**src/rtl/link_arbiter_pkg.sv**
```systemverilog
// Shared widths, beat-count helper and FSM state type for the link arbiter slice.
package link_arbiter_pkg;

    localparam int MEM_ADDR_SIZE           = 16;
    localparam int WORD_SIZE_BIT           = 32;
    localparam int BANDWIDTH_WRITE_ADDRESS = 8;

    // Number of link beats needed to carry a payload of payload_w bits.
    function automatic int link_beats(input int payload_w, input int beat_w);
        return (payload_w + beat_w - 1) / beat_w;
    endfunction

    localparam int LINK_BEATS = link_beats(MEM_ADDR_SIZE + WORD_SIZE_BIT,
                                           BANDWIDTH_WRITE_ADDRESS);

    typedef enum logic [1:0] {
        IDLE   = 2'd0,
        SEND   = 2'd1,
        COMMIT = 2'd2
    } link_state_t;

endpackage

```
**src/rtl/link_arbiter_serializer.sv**
```systemverilog
// Link serializer: loads a zero-padded payload, emits one registered beat per
// cycle LSB-first, and flags the final beat. Beat output returns to zero
// whenever it is neither loading nor advancing.
module link_serializer #(
    parameter int PW    = 48,
    parameter int BUS_W = 8,
    parameter int BEATS = 6
) (
    input  logic             clk,
    input  logic             reset,
    input  logic             load,
    input  logic             advance,
    input  logic [PW-1:0]    payload,
    output logic [BUS_W-1:0] beat,
    output logic             last_beat
);

    localparam int FW    = BEATS * BUS_W;
    localparam int CNT_W = (BEATS > 1) ? $clog2(BEATS) : 1;

    logic [FW-1:0]    frame_in;
    logic [FW-1:0]    rest;
    logic [CNT_W-1:0] idx;

    // Upper bits of the final beat are padding and stay zero.
    assign frame_in  = FW'(payload);
    assign last_beat = (idx == CNT_W'(BEATS - 1));

    // Beat register, remaining-beat shifter and beat index.
    always_ff @(posedge clk) begin
        if (reset) begin
            beat <= '0;
            rest <= '0;
            idx  <= '0;
        end else if (load) begin
            beat <= frame_in[BUS_W-1:0];
            rest <= frame_in >> BUS_W;
            idx  <= '0;
        end else if (advance) begin
            beat <= rest[BUS_W-1:0];
            rest <= rest >> BUS_W;
            idx  <= idx + 1'b1;
        end else begin
            beat <= '0;
        end
    end

endmodule

```
**src/rtl/link_arbiter.sv**
```systemverilog
// Two-requester round-robin arbiter that serializes {addr, data} onto a narrow
// link as a SEND burst followed by a one-cycle COMMIT carrying the ack.
module link_arbiter
    import link_arbiter_pkg::*;
#(
    parameter int ADDR_W = MEM_ADDR_SIZE,
    parameter int DATA_W = WORD_SIZE_BIT,
    parameter int BUS_W  = BANDWIDTH_WRITE_ADDRESS
) (
    input  logic              clk,
    input  logic              reset,
    input  logic              req0,
    input  logic              req1,
    input  logic              we0,
    input  logic              we1,
    input  logic [ADDR_W-1:0] addr0,
    input  logic [ADDR_W-1:0] addr1,
    input  logic [DATA_W-1:0] data0,
    input  logic [DATA_W-1:0] data1,
    output logic              ack0,
    output logic              ack1,
    output logic              send,
    output logic              write_in,
    output logic [BUS_W-1:0]  bus,
    output logic              busy
);

    localparam int PW    = ADDR_W + DATA_W;
    localparam int BEATS = link_beats(PW, BUS_W);

    link_state_t    state, next_state;
    logic           gnt, gnt_next;
    logic           last_served;
    logic           start, advance, last_beat;
    logic           send_d, busy_d, ack0_d, ack1_d, write_d;
    logic [PW-1:0]  payload;

    assign payload = gnt_next ? {addr1, data1} : {addr0, data0};

    link_serializer #(
        .PW    (PW),
        .BUS_W (BUS_W),
        .BEATS (BEATS)
    ) u_serializer (
        .clk       (clk),
        .reset     (reset),
        .load      (start),
        .advance   (advance),
        .payload   (payload),
        .beat      (bus),
        .last_beat (last_beat)
    );

    // State, grant, round-robin pointer and registered outputs.
    always_ff @(posedge clk) begin
        if (reset) begin
            state       <= IDLE;
            gnt         <= 1'b0;
            last_served <= 1'b1;
            send        <= 1'b0;
            busy        <= 1'b0;
            ack0        <= 1'b0;
            ack1        <= 1'b0;
            write_in    <= 1'b0;
        end else begin
            state    <= next_state;
            gnt      <= gnt_next;
            if (state == COMMIT) begin
                last_served <= gnt;
            end
            send     <= send_d;
            busy     <= busy_d;
            ack0     <= ack0_d;
            ack1     <= ack1_d;
            write_in <= write_d;
        end
    end

    // Next state, arbitration and serializer control.
    always_comb begin
        next_state = state;
        gnt_next   = gnt;
        start      = 1'b0;
        advance    = 1'b0;
        case (state)
            IDLE: begin
                if (req0 || req1) begin
                    next_state = SEND;
                    start      = 1'b1;
                    gnt_next   = (req0 && req1) ? ~last_served : req1;
                end
            end
            SEND: begin
                if (last_beat) begin
                    next_state = COMMIT;
                end else begin
                    advance = 1'b1;
                end
            end
            COMMIT:  next_state = IDLE;
            default: next_state = IDLE;
        endcase
    end

    // Outputs are decoded from next_state so they land in flops in step with state.
    always_comb begin
        send_d  = (next_state == SEND);
        busy_d  = (next_state != IDLE);
        ack0_d  = (next_state == COMMIT) && !gnt;
        ack1_d  = (next_state == COMMIT) && gnt;
        write_d = start ? (gnt_next ? we1 : we0) : write_in;
    end

endmodule

```
**config.mk**
```make
export PLATFORM = sky130hd
export DESIGN_NAME = link_arbiter
export DESIGN_NICKNAME = d
export VERILOG_FILES = /design/src/rtl/link_arbiter_pkg.sv /design/src/rtl/link_arbiter_serializer.sv /design/src/rtl/link_arbiter.sv
export SDC_FILE = /design/constraint.sdc
export NUM_CORES = 1
export LEC_CHECK = 0
export CAP_MARGIN = 20
export CORE_MARGIN = 2
export CORE_UTILIZATION = 49
export CTS_BUF_LIST = sky130_fd_sc_hd__clkbuf_2 sky130_fd_sc_hd__clkbuf_4 sky130_fd_sc_hd__clkbuf_8
export CTS_CLUSTER_SIZE = 28
export DETAILED_ROUTE_END_ITERATION = 12
export PLACE_DENSITY = 0.95
export SETUP_SLACK_MARGIN = 0.1
export SYNTH_ARGS = -nofsm -noshare
export SYNTH_HDL_FRONTEND = slang
export SYNTH_SLANG_ARGS = --single-unit
```
**constraint.sdc**
```tcl
create_clock -name clk -period 3.5 [get_ports clk]
set_input_delay 1.05 -clock clk [delete_from_list [all_inputs] [get_ports clk]]
set_output_delay 1.05 -clock clk [all_outputs]
set_load 0.05 [all_outputs]
```
### Word-level counts from Yosys, hierarchy flattened

Cells that the tools add are included.

| storage, ports and cells | value |
|---|---|
| flip-flop bits (word level) | 60 |
| bits of input ports | 102 |
| output and inout port bits | 13 |
| word-level logic and storage cells | 43 |

| operators by class | value |
|---|---|
| $add $sub $neg | 1 |
| equal/unequal tests | 5 |
| multiplexer cells | 16 |
| bitwise logic cells | 1 |
| reduce and logical (&&, ||, !) cells | 9 |

Operator list:

| cell | number |
|---|---|
| $mux 40 | 2 |
| $mux 48 | 1 |
| $mux 8 | 2 |
| $mux 1 | 8 |
| $eq 2x1->1 const B | 2 |
| $eq 2x2->1 const B | 2 |
| $mux 2 | 2 |
| $pmux 2 s2 | 1 |
| $reduce_bool 2->1 | 2 |
| $add 3x1->3 const B | 1 |
| $eq 3x3->1 const B | 1 |
| $logic_and 1x1->1 | 3 |
| $logic_not 2->1 | 1 |
| $reduce_or 2->1 | 1 |
| $logic_not 1->1 | 1 |
| $logic_or 1x1->1 | 1 |
| $not 1->1 | 1 |

### Depth between registers and ports, before layout

| depth | value |
|---|---|
| word-level depth | 6 |
| depth in mapped cells | 7 |

### Hierarchy

From an unflattened synthesis, not the netlist that was laid out.

| unflattened totals | value |
|---|---|
| cell total of the unflattened synthesis | 314 |
| area total of the unflattened synthesis | 3,219.3 um2 |

Modules (own cells, without submodules):

| module | times used | cells each | area an instance (um2) |
|---|---|---|---|
| link_serializer | 1 | 229 | 2,268.4 |
| link_arbiter | 1 | 85 | 950.9 |

### Least setup slack after synthesis

No wires, ideal clock.

| timing | value |
|---|---|
| path type | input to register |
| start point | in reset |
| end point | reg u_serializer.rest[0] |
| library setup time | 0.073 ns |
| arrival | 2.144 ns |
| slack | 1.283 ns |
| cell stages on the path | 7 |
| buffers on the path | 4 |
| cell sequence | buf_6 > or3_1 > buf_2 > or2_1 > buf_6 > buf_6 > o22ai_2 |

RTL lines:

| item | RTL line | source |
|---|---|---|
| start, declared | link_arbiter.sv:11 | `input logic reset,` |
| end signal, assigned | link_arbiter_serializer.sv:37 | `rest <= frame_in >> BUS_W;` |
| end signal, assigned | link_arbiter_serializer.sv:41 | `rest <= rest >> BUS_W;` |
| end, declared | link_arbiter_serializer.sv:22 | `logic [FW-1:0] rest;` |

### Worst setup path after layout

| timing | value |
|---|---|
| start point | in req0 |
| end point | reg u_serializer.rest[38] |

| on the way | value |
|---|---|
| longest elaborated chain between the ends | 6 |

RTL lines:

| item | RTL line | source |
|---|---|---|
| start, declared | link_arbiter.sv:12 | `input logic req0,` |
| $logic_and 1x1->1 | link_arbiter.sv:90 | `gnt_next = (req0 && req1) ? ~last_served : req1;` |
| $mux 1 | link_arbiter.sv:90 |  |
| $mux 1 | link_arbiter.sv:87 | `if (req0 \|\| req1) begin` |
| $mux 1 | link_arbiter.sv:85 | `case (state)` |
| $mux 48 | link_arbiter.sv:38 | `assign payload = gnt_next ? {addr1, data1} : {addr0, data0};` |
| $mux 40 | link_arbiter_serializer.sv:35 | `end else if (load) begin` |

Parallel ways exist; a longest one is shown, timed or not.
A chain may end at the register's enable or synchronous reset.

==> metrics.txt <==
Pre-Repair DR Iteration Count 4; std cell rows 28; worst hold-check path type reg -> reg; DP Wirelength about 6000 um; main flop type after synthesis sky130_fd_sc_hd__dfxtp_1; minimum clock period after layout 2.83 ns; worst hold path startpoint u_serializer.rest[0]; fraction of the cycle the final worst path needs 0.809; count of antenna diodes in the layout 0; reg-to-reg slack, setup about 1.6 ns; Layout fillers roughly 410; cell count after placement around 470; PostCTS Resize Cnt 0; number of flops mapped to enable cells by yosys 0; hold buffer count at CTS 0; worst-case reg-to-reg path depth 5; Cells after Synth roughly 300; destination of the worst hold path u_serializer.beat[0]; total clock buffers created by CTS 9; aggregate routed wire length about 8000 um; post-detailed-route wirelength per cell between 15 and 20 um; total setup buffers inserted after CTS 0; depth of the worst hold-timing path 2; number of DRC markers in iteration 0 172; critical path cell sequence clkdlybuf4s50_1 -> a21boi_2 -> buf_4 -> a21oi_1 -> o32ai_1; Post-Synthesis Net Count 400; sinks on the clock net 60; final weighted congestion in routability-driven placement a little under 0.9; largest incremental delay on the critical path between 0.7 and 0.8 ns; endpoint of the worst-slack reg-to-reg timing path u_serializer.rest[38]; total global-route track usage 0.246; required time at the worst-slack endpoint ~3.8 ns; Die X around 82 um; Critical R2R Launch state[1]; via total after detailed routing about 2,800; Skew-Pair Late Insertion Delay 0.34 ns; vias in the first global route about 2,600; buffer cell driving the clock tree root sky130_fd_sc_hd__clkbuf_8; critical setup path kind in -> reg; power after layout between 1.5 and 2 mW; # H-tree levels 3; worst slew margin relative to its limit 0.568; top cell type by total area after synthesis sky130_fd_sc_hd__dfxtp_1; Post-layout nets between 500 and 600; Power Density about 430 mW/mm^2; Yosys warnings 0; most frequent cell after synthesis sky130_fd_sc_hd__dfxtp_1; number of vias per cell after detailed routing ~5.7; final-report max-slew violation count 0; worst vdd ir roughly 0.00028 V; ranking of synthesized cells by area sky130_fd_sc_hd__dfxtp_1, sky130_fd_sc_hd__mux2i_1, sky130_fd_sc_hd__o22ai_2; run status finished, final reports clean; placed cell area slightly above 0.004 mm^2; FFs w/ async S/R, synth 0; antenna violations before repair 0; number of buffers between clock root and the deepest sink 2; layout cells sized above 1 0.129; number of storage elements in the synthesis netlist 60; starting utilization of the core area 0.501; antenna-violating nets left 0; cell area after layout between 0.004 and 0.005 mm^2; share of the synthesized area in the top cell type 0.407; average cell area after synthesis between 9 and 10 um^2; Max Clk Rate ~350 MHz; CTS tree done; sequential cell area fraction in the yosys report 0.407; Cell variety after synth 38; measured slew at the worst slew-check pin roughly 0.64 ns; crit path max fanout 16; core region area 0.00589 mm^2; endpoints failing hold 0; overflow left after global routing 0; Critical-path top delay cell sky130_fd_sc_hd__clkdlybuf4s50_1; largest net degree at the start of global routing 29; final standard cell count with taps included and fillers excluded approximately 500; TNS Setup 0 ns; max cap viols 0; P_leak approximately 1.7 nW; Worst-path clk slew roughly 0.070 ns; worst clock skew ~0.0050 ns; final setup violation count 0; Crit. End Element flop; layout overhead on the synthesized area 46.2%; Critical Path Source Type input port; DR DRC count 0; Post-synth top cells sky130_fd_sc_hd__dfxtp_1, sky130_fd_sc_hd__mux2i_1, sky130_fd_sc_hd__nor2_1; die outline height about 82 um; Cell Area, Synth 0.00295 mm^2; unrepaired setup endpoints after global routing false; global-route wire length before repair between 10,000 and 15,000 um; total die area around 0.0067 mm^2; Worst EP arrival 3.08 ns; I/O pins 115; number of buffers inserted by port buffering roughly 110
-- per-stage QoR --
stage	hold WS, ns	utilization	setup WS, ns
floorplan	0.424	-	1.28
global placement	0.445	0.699	0.533
detailed placement	0.454	0.699	0.352
CTS	0.465	0.733	0.735
global route	0.499	0.733	0.584
finish	0.465	0.733	0.669
-- registers in the layout (all words and copies together), names as in the netlist --
name	cells
send	1
gnt	1
busy	1
last_served	1
write_in	1
ack0	1
ack1	1
state	2
u_serializer.beat	8
u_serializer.idx	3
u_serializer.rest	40
-- placed cells by master (no fill, tap or decap), types with 2 or more instances in the layout --
master                              n
sky130_fd_sc_hd__ha_1               2
sky130_fd_sc_hd__mux2i_1           51
sky130_fd_sc_hd__buf_4             11
sky130_fd_sc_hd__o21ai_0            2
sky130_fd_sc_hd__nor3_1             3
sky130_fd_sc_hd__a21oi_1           18
sky130_fd_sc_hd__o211ai_1           7
sky130_fd_sc_hd__nor2b_1            3
sky130_fd_sc_hd__clkdlybuf4s50_1  114
sky130_fd_sc_hd__inv_1              2
sky130_fd_sc_hd__a21o_1             7
sky130_fd_sc_hd__clkbuf_8          11
sky130_fd_sc_hd__nor2_1            29
sky130_fd_sc_hd__clkinv_2           4
sky130_fd_sc_hd__dfxtp_1           60
sky130_fd_sc_hd__o22ai_1            5
sky130_fd_sc_hd__and2_1             2
sky130_fd_sc_hd__a311oi_1           7
sky130_fd_sc_hd__nand2_1           17
sky130_fd_sc_hd__o22ai_2           20
sky130_fd_sc_hd__o31ai_1            7
sky130_fd_sc_hd__nand2b_1           5
sky130_fd_sc_hd__o32ai_1            8
-- area by class of cell --
| class | count | area (um^2) | area share |
|---|---|---|---|
| Inverter | 2 | 7.51 | 0.00174 |
| Multi-Input combinational cell | 209 | 1590 | 0.368 |
| Sequential cell | 60 | 1200 | 0.278 |
| Clock inverter | 5 | 50.0 | 0.0116 |
| Clock buffer | 11 | 151 | 0.0351 |
| Timing Repair Buffer | 125 | 1220 | 0.284 |
| Tap cell | 75 | 93.8 | 0.0218 |
-- how the worst max path moves through the flow --
| stage | startpoint | to | slack (ns) | depth (start not counted) |
|---|---|---|---|---|
| floorplan | reset | u_serializer.rest[0] | 1.28 | 7 |
| global placement | req0 | u_serializer.rest[38] | 0.53 | 5 |
| detailed placement | req0 | u_serializer.rest[37] | 0.35 | 5 |
| CTS | req0 | u_serializer.rest[37] | 0.74 | 5 |
| global route | req0 | u_serializer.rest[37] | 0.58 | 5 |
| finish | req0 | u_serializer.rest[38] | 0.67 | 5 |
-- worst max-delay path: cells and delay by family --
kind | cells | cell delay (ns)
AO/OA/AOI/OAI | 3 | 0.99
buffers and inverters | 2 | 1.03
-- cells by family (layout without fill, tap and decap cells) --
logic type | after synthesis | after routing | synth area share
AO/OA/AOI/OAI | 87 | 87 | 0.247
XOR/XNOR | 2 | 2 | 0.00594
adder cells (fa/ha/maj) | 2 | 2 | 0.00848
buffers and inverters | 27 | 143 | 0.0572
flip-flops | 60 | 60 | 0.407
multiplexers | 51 | 51 | 0.173
AND/OR/NAND/NOR | 67 | 67 | 0.102
-- metal layers --
| layer | vias to the layer above | global-route usage | wire, um |
|---|---|---|---|
| met5 | - | 0 | 0 |
| met4 | 0 | 0.0817 | 121 |
| met3 | 16 | 0.0758 | 703 |
| met2 | 136 | 0.416 | 3920 |
| met1 | 1303 | 0.298 | 3300 |
| li1 | 1320 | - | - |
-- report_power, final --
part / internal [mW] / switching (mW)
sequential: 0.742 / 0.0340
combinational: 0.223 / 0.208
clock: 0.362 / 0.267
No activity file was read; power rests on OpenSTA's default activity.
